$ cat src/rtl/instr_ram_loader.sv
// Writable instruction store: assembles a checksummed byte stream into 16-bit
// words, holds the core in reset until a verified program is present.
module instr_ram_loader #(
    parameter int          DEPTH     = 32,
    parameter logic [15:0] HALT_WORD = 16'hF000
) (
    input  logic        clk,
    input  logic        reset,
    input  logic        rx_valid,
    input  logic [7:0]  rx_data,
    output logic        rx_ready,
    input  logic        reload,
    input  logic [7:0]  pc,
    output logic [15:0] ir,
    output logic        cpu_hold,
    output logic        done,
    output logic        err,
    output logic [7:0]  load_count
);

    localparam int         AW      = (DEPTH > 1) ? $clog2(DEPTH) : 1;
    localparam logic [8:0] DEPTH_W = 9'(DEPTH);

    typedef enum logic [2:0] {
        S_LEN  = 3'd0,
        S_HI   = 3'd1,
        S_LO   = 3'd2,
        S_CHK  = 3'd3,
        S_DONE = 3'd4,
        S_ERR  = 3'd5
    } state_t;

    function automatic logic [7:0] chk_update(input logic [7:0] acc, input logic [7:0] b);
        return acc ^ b;
    endfunction

    state_t      state_r, state_nx_s;
    logic [7:0]  len_r, len_nx_s;
    logic [7:0]  hi_r, hi_nx_s;
    logic [7:0]  chk_r, chk_nx_s;
    logic [7:0]  addr_r, addr_nx_s;
    logic [7:0]  count_nx_s;
    logic        we_s;
    logic        accept_s;
    logic [15:0] mem_r [DEPTH];

    assign accept_s = rx_valid && rx_ready;

    // Next-state and datapath decode for the load sequence
    always_comb begin
        state_nx_s = state_r;
        len_nx_s   = len_r;
        hi_nx_s    = hi_r;
        chk_nx_s   = chk_r;
        addr_nx_s  = addr_r;
        count_nx_s = load_count;
        we_s       = 1'b0;
        case (state_r)
            S_LEN: begin
                if (accept_s) begin
                    if ((rx_data == 8'd0) || ({1'b0, rx_data} > DEPTH_W)) begin
                        state_nx_s = S_ERR;
                    end else begin
                        len_nx_s   = rx_data;
                        chk_nx_s   = rx_data;
                        addr_nx_s  = 8'd0;
                        state_nx_s = S_HI;
                    end
                end else begin
                    state_nx_s = S_LEN;
                end
            end
            S_HI: begin
                if (accept_s) begin
                    hi_nx_s    = rx_data;
                    chk_nx_s   = chk_update(chk_r, rx_data);
                    state_nx_s = S_LO;
                end else begin
                    state_nx_s = S_HI;
                end
            end
            S_LO: begin
                if (accept_s) begin
                    we_s       = 1'b1;
                    chk_nx_s   = chk_update(chk_r, rx_data);
                    addr_nx_s  = addr_r + 8'd1;
                    count_nx_s = load_count + 8'd1;
                    if ((addr_r + 8'd1) == len_r) begin
                        state_nx_s = S_CHK;
                    end else begin
                        state_nx_s = S_HI;
                    end
                end else begin
                    state_nx_s = S_LO;
                end
            end
            S_CHK: begin
                if (accept_s) begin
                    if (rx_data == chk_r) begin
                        state_nx_s = S_DONE;
                    end else begin
                        state_nx_s = S_ERR;
                    end
                end else begin
                    state_nx_s = S_CHK;
                end
            end
            S_DONE, S_ERR: begin
                // Memory is deliberately left intact across a reload
                if (reload) begin
                    state_nx_s = S_LEN;
                    chk_nx_s   = 8'd0;
                    count_nx_s = 8'd0;
                end else begin
                    state_nx_s = state_r;
                end
            end
            default: begin
                state_nx_s = S_LEN;
            end
        endcase
    end

    // State, datapath and registered status outputs
    always_ff @(posedge clk or posedge reset) begin
        if (reset) begin
            state_r    <= S_LEN;
            len_r      <= 8'd0;
            hi_r       <= 8'd0;
            chk_r      <= 8'd0;
            addr_r     <= 8'd0;
            load_count <= 8'd0;
            rx_ready   <= 1'b1;
            cpu_hold   <= 1'b1;
            done       <= 1'b0;
            err        <= 1'b0;
        end else begin
            state_r    <= state_nx_s;
            len_r      <= len_nx_s;
            hi_r       <= hi_nx_s;
            chk_r      <= chk_nx_s;
            addr_r     <= addr_nx_s;
            load_count <= count_nx_s;
            rx_ready   <= (state_nx_s == S_LEN) || (state_nx_s == S_HI) ||
                          (state_nx_s == S_LO)  || (state_nx_s == S_CHK);
            cpu_hold   <= (state_nx_s != S_DONE);
            done       <= (state_nx_s == S_DONE);
            err        <= (state_nx_s == S_ERR);
        end
    end

    // Instruction memory, refilled with the halt opcode on reset
    always_ff @(posedge clk or posedge reset) begin
        if (reset) begin
            for (int i = 0; i < DEPTH; i++) begin
                mem_r[i] <= HALT_WORD;
            end
        end else if (we_s) begin
            mem_r[addr_r[AW-1:0]] <= {hi_r, rx_data};
        end
    end

    assign ir = ({1'b0, pc} < DEPTH_W) ? mem_r[pc[AW-1:0]] : HALT_WORD;

endmodule

$ cat config.mk
export PLATFORM = sky130hd
export DESIGN_NAME = instr_ram_loader
export DESIGN_NICKNAME = d
export VERILOG_FILES = /design/src/rtl/instr_ram_loader.sv
export SDC_FILE = /design/constraint.sdc
export NUM_CORES = 1
export LEC_CHECK = 0
export BUFFER_PORTS_ARGS = -buffer_cell sky130_fd_sc_hd__buf_2
export CELL_PAD_IN_SITES_DETAIL_PLACEMENT = 1
export CELL_PAD_IN_SITES_GLOBAL_PLACEMENT = 2
export CORE_MARGIN = 4
export CORE_UTILIZATION = 30
export DETAILED_ROUTE_END_ITERATION = 8
export GPL_TIMING_DRIVEN = 0
export PLACE_DENSITY_LB_ADDON = 0.3
export REMOVE_ABC_BUFFERS = 1
export SYNTH_ARGS = -nofsm -noshare
export SYNTH_HDL_FRONTEND = slang
export SYNTH_SLANG_ARGS = --single-unit
$ cat constraint.sdc
create_clock -name clk -period 26.8 [get_ports clk]
set_input_delay 5.36 -clock clk [delete_from_list [all_inputs] [get_ports clk]]
set_output_delay 5.36 -clock clk [all_outputs]
set_load 0.02 [all_outputs]
After elaboration in Yosys (flattened, before gate mapping)
Cells that the tools add are included.

Bits in latches: 0. Logic and storage cells: 119. RAM bits: 0. Output and inout bits: 28. Memories kept: 0. Input port bits: 20. Register bits: 559. Bits in read-only memories: 0.

Equal/unequal tests: 18. Add/subtract/negate cells: 2. Div/mod/pow operators: 0. Magnitude comparators: 5. Shifts and indexed selects: 0. $mul: 0. Bitwise operators: 4. Muxes and demuxes: 29. Reductions and logical operators: 19.

Operators with widths (number): $bwmux W512 (1); $bmux W16 S5 (1); $demux W16 S5 (1); $mux W16 (4); $mux W8 (8); $pmux W8 S2 (2); $pmux W8 S3 (1); $add A8 B1 Y8 const B (2); $eq A8 B8 Y1 (2); $mux W3 (5); $pmux W3 S5 (1); $eq A3 B2 Y1 const B (4); $eq A3 B3 Y1 const B (4); $ge A6 B6 Y1 const B (2); $not A5 Y6 (2); $gt A8 B6 Y1 const B (1); $logic_not A8 Y1 (1); $lt A8 B6 Y1 const B (1); $ne A2 B2 Y1 const B (4); $xor A8 B8 Y8 (1); $eq A3 B1 Y1 const B (2); $logic_not A3 Y1 (2); $lt A6 B1 Y1 const B (1); $reduce_and A3 Y1 (2); 13 further kinds (22).

Logic depth before layout (Yosys ltp)
Word-level depth: 9. Mapped depth: 9. Gate-level depth less buffers: 7.

Worst setup path after synthesis
OpenSTA, ideal clock, no wires.

Path type: in2out. Start: input pc[0]. End: output ir[14]. Buffers on the path: 4. Arrival time: 7223 ps. Data required time: 21440 ps. Path slack: 14217 ps. Stages: 8. Cell sequence: buf_2 > buf_4 > buf_2 > buf_2 > mux2i_1 > a221oi_1 > o22ai_1 > o21ai_0.

Cells in the longest elaborated chain, start to end: 5. Elaborated cells on any way between the ends: 6. Classes of those cells: order compare (1); mux (4); bitwise (1).

RTL lines: start: declaration (line 13) `input logic [7:0] pc,`; $not A5 Y6 (implied by the code) (line 163) `assign ir = ({1'b0, pc} < DEPTH_W) ? mem_r[pc[AW-1:0]] : HALT_WORD;`; $bmux W16 S5 (line 163); $mux W16 (implied by the code) (2 in series) (line 163); $mux W16 (*) (line 163); end: declaration (line 14) `output logic [15:0] ir,`.

Every way passes the cells marked *; elsewhere a longest branch is shown, timed or not. The select of a mux whose other input is x is not followed.

Final worst setup path
Start: input pc[2]. End: output ir[14].

Same word-level chain as after synthesis.

==> impl_summary.md <==
Worst setup path
The kind of end point of the critical path is an output port. For flop-to-flop paths, the worst setup slack is 23.30 ns. Walking the worst path, the cells encountered are buf_4 > buf_16 > and2_0 > a22o_1 > a221oi_1 > o22ai_1 > o21ai_0 > buf_2.

The delay of the slowest cell on the worst path is 1.01 ns. The required time of the critical path is 21.44 ns. STA classifies the critical path startpoint as a primary input.

The cell type of the slowest stage on the worst timing path is and2_0. The critical-path maximum fanout is 56. The type of the worst setup path is primary input to output port. The worst path arrival time is 8.13 ns. The number of cells on the worst reg-to-reg path is 4. The sum of buffers and inverters on the critical path is 3. On the critical path the largest part of the delay comes from simple AND/OR/NAND/NOR gates. In this run the critical register-to-register path is launched from state_r[2]. The capturing point of the worst reg2reg path is mem_r[475].

Min path
The path class of the tightest hold or removal check is register to register. The cell count of the worst hold path is 1. The path with the worst hold slack has its endpoint at mem_r[42]. In this run the most critical hold path is launched from mem_r[42].

Timing
The final max-slew violation count was 0. The clock period minus worst slack is 13.49 ns. For the final database, setup skew stands at 0.01899 ns.

The final critical path takes up 50.34% of the cycle. Setup repair after global routing left no endpoint under its margin. The total setup violations reported at the end of the flow is 0.

The slack of the critical path is 13.31 ns. The number of endpoints with negative hold slack in the final report is 0. The headroom to the max-slew limit is 7.628%. The final sum of negative setup slack is 0 ns. Timing would allow up to 74.12 MHz. The pin slew with the least headroom to its limit is 1.380 ns.

Global route
Summed over all layers, the global routing overflow is 0. The number of antenna violations at the first check in global routing is 3. The first global-routing pass estimated 107.8 mm of wire. The total global-route track usage is 15.02%. The maximum number of pins on one net before global-route repair is 126. The via count of the first global-routing pass is 16830.

Clock network
The tree is rooted in a clkbuf_16. The number of clock sinks is 559. The number of setup buffers added after CTS is 0. The H-tree generated during clock tree synthesis spans 2 levels.

The quantity of gates resized following cts is 0. In this run, post-CTS hold repair placed 0 buffers. The later pin in the worst-skew pair is clocked with a latency of 0.64 ns. Counting along the longest clock path gives a buffer depth of 3. After clock tree synthesis, the clock-pin slew on the worst setup and hold paths is 0.06 ns.

The CTS buffer count is 61. TritonCTS built the clock tree.

Floorplan
The number of rows in the core area is 108. The floorplan step defined a die boundary enclosing 92340 um2. In this run the vertical extent of the chip is 303.9 um. Once the floorplan was initialized, standard cells occupied 30.27% of the core. During I/O placement, the number of pins put on the boundary was 48.

The width of the chip is 303.9 um. The area inside the core boundary is 86750 um2.

Route
The DRC violation total after the first TritonRoute iteration is 681. After detailed routing, the number of remaining DRC violations is 0. The mean number of vias per cell is 5.026.

The first-pass iteration count of the detailed router is 4. Summed over all layers, the routed wires come to 69.61 mm. The via count of the routed design is 15000. Once detail routing completed, the nets flagged for antenna violations numbered 0. The average wire per cell in the routed design is 23.33 um.

Run
Across the run, the number of max-cap violations was 0.

Logic synthesis
The Yosys step of the flow raised 0 warnings. The dominant synthesized flop cell is dfrtp_1. The gate count after technology mapping is 1818.

The sequential cell area fraction in the yosys report is 53.89%. The register bit total from synthesis is 559. The cell area after synthesis is 26260 um2.

The proportion of register bits with asynchronous set or reset after synthesis is 100.0%. The mean instance size in the synthesized netlist is 14.45 um2. The number of distinct standard cells referenced by the synthesized netlist is 56.

The count of flip-flops with a built-in enable after synthesis is 0.

Power and ir drop
The clock power share is 39.1%. For this design the total switching power over the nets is 0.0006038 W. The share of total power dissipated in combinational logic is 12.2%. The total power per unit cell area is 71.93 nW/um2.

Internal power comes to 0.001528 W. Sequential cells account for 48.7% of the total power. IR analysis of the VDD net gives a maximum drop of 49.10 uV. The leakage power summed over all cells is 13.66 nW.

Net switching is 28.32% of the power.

Placed design
The detailed placement HPWL is 41.70 mm. The post-placement setup slack is 13.30 ns. The weighted congestion at the end of routability-driven global placement is 0.7015.

Buffers placed on the I/O ports in this run total 47.

Layout
Summing all flip-flop and latch instances after layout gives 14150 um2. The final layout contains 1802 nets. The share of post-route cells with drive strength above 1 is 51.09%. The area overhead of the layout relative to synthesis is 12.85%. For this run, the share of the core covered by cells in the final layout is 34.16%. The number of inserted filler cells in the final layout is 8957.

The area taken by multi-input logic gates is 11380 um2.

Run status
The run finished with clean final reports.
==> power by group through the flow <==
stage	sequential [W]	clock (W)	combinational [W]
after global routing	0.00105	0.000902	0.000289
after floorplan	0.00101	0	0.000178
after detailed placement	0.00106	0	0.000265
final	0.00104	0.000833	0.000260
after global placement	0.00105	0	0.000255
after CTS	0.00104	0.000862	0.000267
==> layout by cell type, fill, tap and decap left out, types with 17 or more instances in the layout <==
cell         n
buf_2       43
a22o_1      17
dfrtp_1    429
nand2_1     57
clkbuf_16   61
a21oi_1     28
a221oi_1    17
mux2_2     533
dfstp_2    130
mux4_2      96
o21ai_0     36
clkbuf_8    19
mux2i_1    103
nor2_1      41
==> flip-flops by register name, summed over array words and instances (netlist names), 3 cells and up <==
signal and flops:
mem_r 512, len_r 8, hi_r 8, state_r 3, addr_r 8, chk_r 8, load_count 8
==> layer usage <==
metal  global-route usage [%]  up-vias  part of all wire, %  wire, um
met5                        0        -                    0         0
li1                         -     6609                    -         -
met1                    20.21     8145                   45     31510
met4                    3.246        0                  1.8      1273
met3                    2.241       84                  3.1      2192
met2                    25.78      160                   50     34630
==> through the flow <==
stage / power [W] / instances / area, um2 / hold slack, ns
finish: 0.002132 / 2984 / 29640 / 0.4993
global placement: 0.001303 / 2853 / 27210 / 0.4817
global route: 0.002246 / 2983 / 29630 / 0.5124
detailed placement: 0.001320 / 2869 / 27650 / 0.4875
CTS: 0.002169 / 2983 / 29630 / 0.5011
floorplan: 0.001186 / 1651 / 25530 / 0.4652
==> worst register-to-register path, cell delays in order, from the launching register on <==
cell	delay (ns)
dfrtp_1	0.68
nor3_2	0.67
and2_1	0.49
nand2_1	0.92
mux2_2	0.62
==> cells by family after synthesis <==
group / count (synthesis) / synth area share [%]
DFF: 559 / 53.89
and+or+nand+nor: 170 / 3.221
buffers and inverters: 176 / 2.901
muxes: 732 / 35.01
adders and majority gates: 6 / 0.2763
xor gates and xnor gates: 24 / 0.8004
AOI/OAI and AO/OA: 151 / 3.902
==> final cells by class <==
class                           instances  share of cell area, %
Timing Repair Buffer                   63                  2.115
Tap cell                             1155                  4.876
Clock inverter                         18                 0.4686
Antenna cell                            1               0.008443
Inverter                                9                 0.1393
Multi-Input combinational cell       1083                  38.41
Sequential cell                       559                  47.75
Clock buffer                           96                  6.235
==> synth_stat cells (2+ instances only) <==
cell | number | area share (%)
mux2_2 | 533 | 23
nor3_4 | 2 | 0.12
dfstp_2 | 130 | 13
nand2_1 | 57 | 0.81
xor2_1 | 16 | 0.53
nor3_1 | 9 | 0.17
o21ai_1 | 8 | 0.15
a21o_1 | 4 | 0.11
nor2_1 | 42 | 0.60
a22o_1 | 17 | 0.57
ha_1 | 5 | 0.24
or3_1 | 4 | 0.095
nand3_1 | 7 | 0.13
mux4_2 | 96 | 8.2
nor2b_1 | 8 | 0.19
or4b_1 | 2 | 0.076
o211ai_1 | 2 | 0.057
xnor2_1 | 8 | 0.27
o21ai_0 | 36 | 0.69
a21oi_1 | 28 | 0.53
nand4_1 | 4 | 0.095
mux2i_1 | 103 | 3.9
and3_1 | 3 | 0.071
a211oi_1 | 2 | 0.057
or2_2 | 2 | 0.048
buf_6 | 2 | 0.086
buf_1 | 15 | 0.21
a221o_1 | 12 | 0.46
nand2b_1 | 6 | 0.14
nor3b_1 | 4 | 0.11
a221oi_1 | 17 | 0.57
nor4_1 | 4 | 0.095
buf_4 | 3 | 0.086
o22ai_1 | 8 | 0.19
dfrtp_1 | 429 | 41
and3b_1 | 2 | 0.067
buf_2 | 60 | 1.1
clkbuf_1 | 87 | 1.2
inv_1 | 9 | 0.13
and2_1 | 7 | 0.17
o31ai_1 | 10 | 0.29
==> worst max-delay path by stage <==
stage | depth (start not counted) | end | startpoint
5_1_grt | 8 | ir[14] | pc[2]
3_3_place_gp | 2 | mem_r[504] | reset
3_5_place_dp | 8 | ir[14] | pc[2]
2_1_floorplan | 1 | addr_r[0] | reset
6_report | 8 | ir[14] | pc[2]
4_1_cts | 8 | ir[14] | pc[2]
No activity file was read; power rests on OpenSTA's default activity.
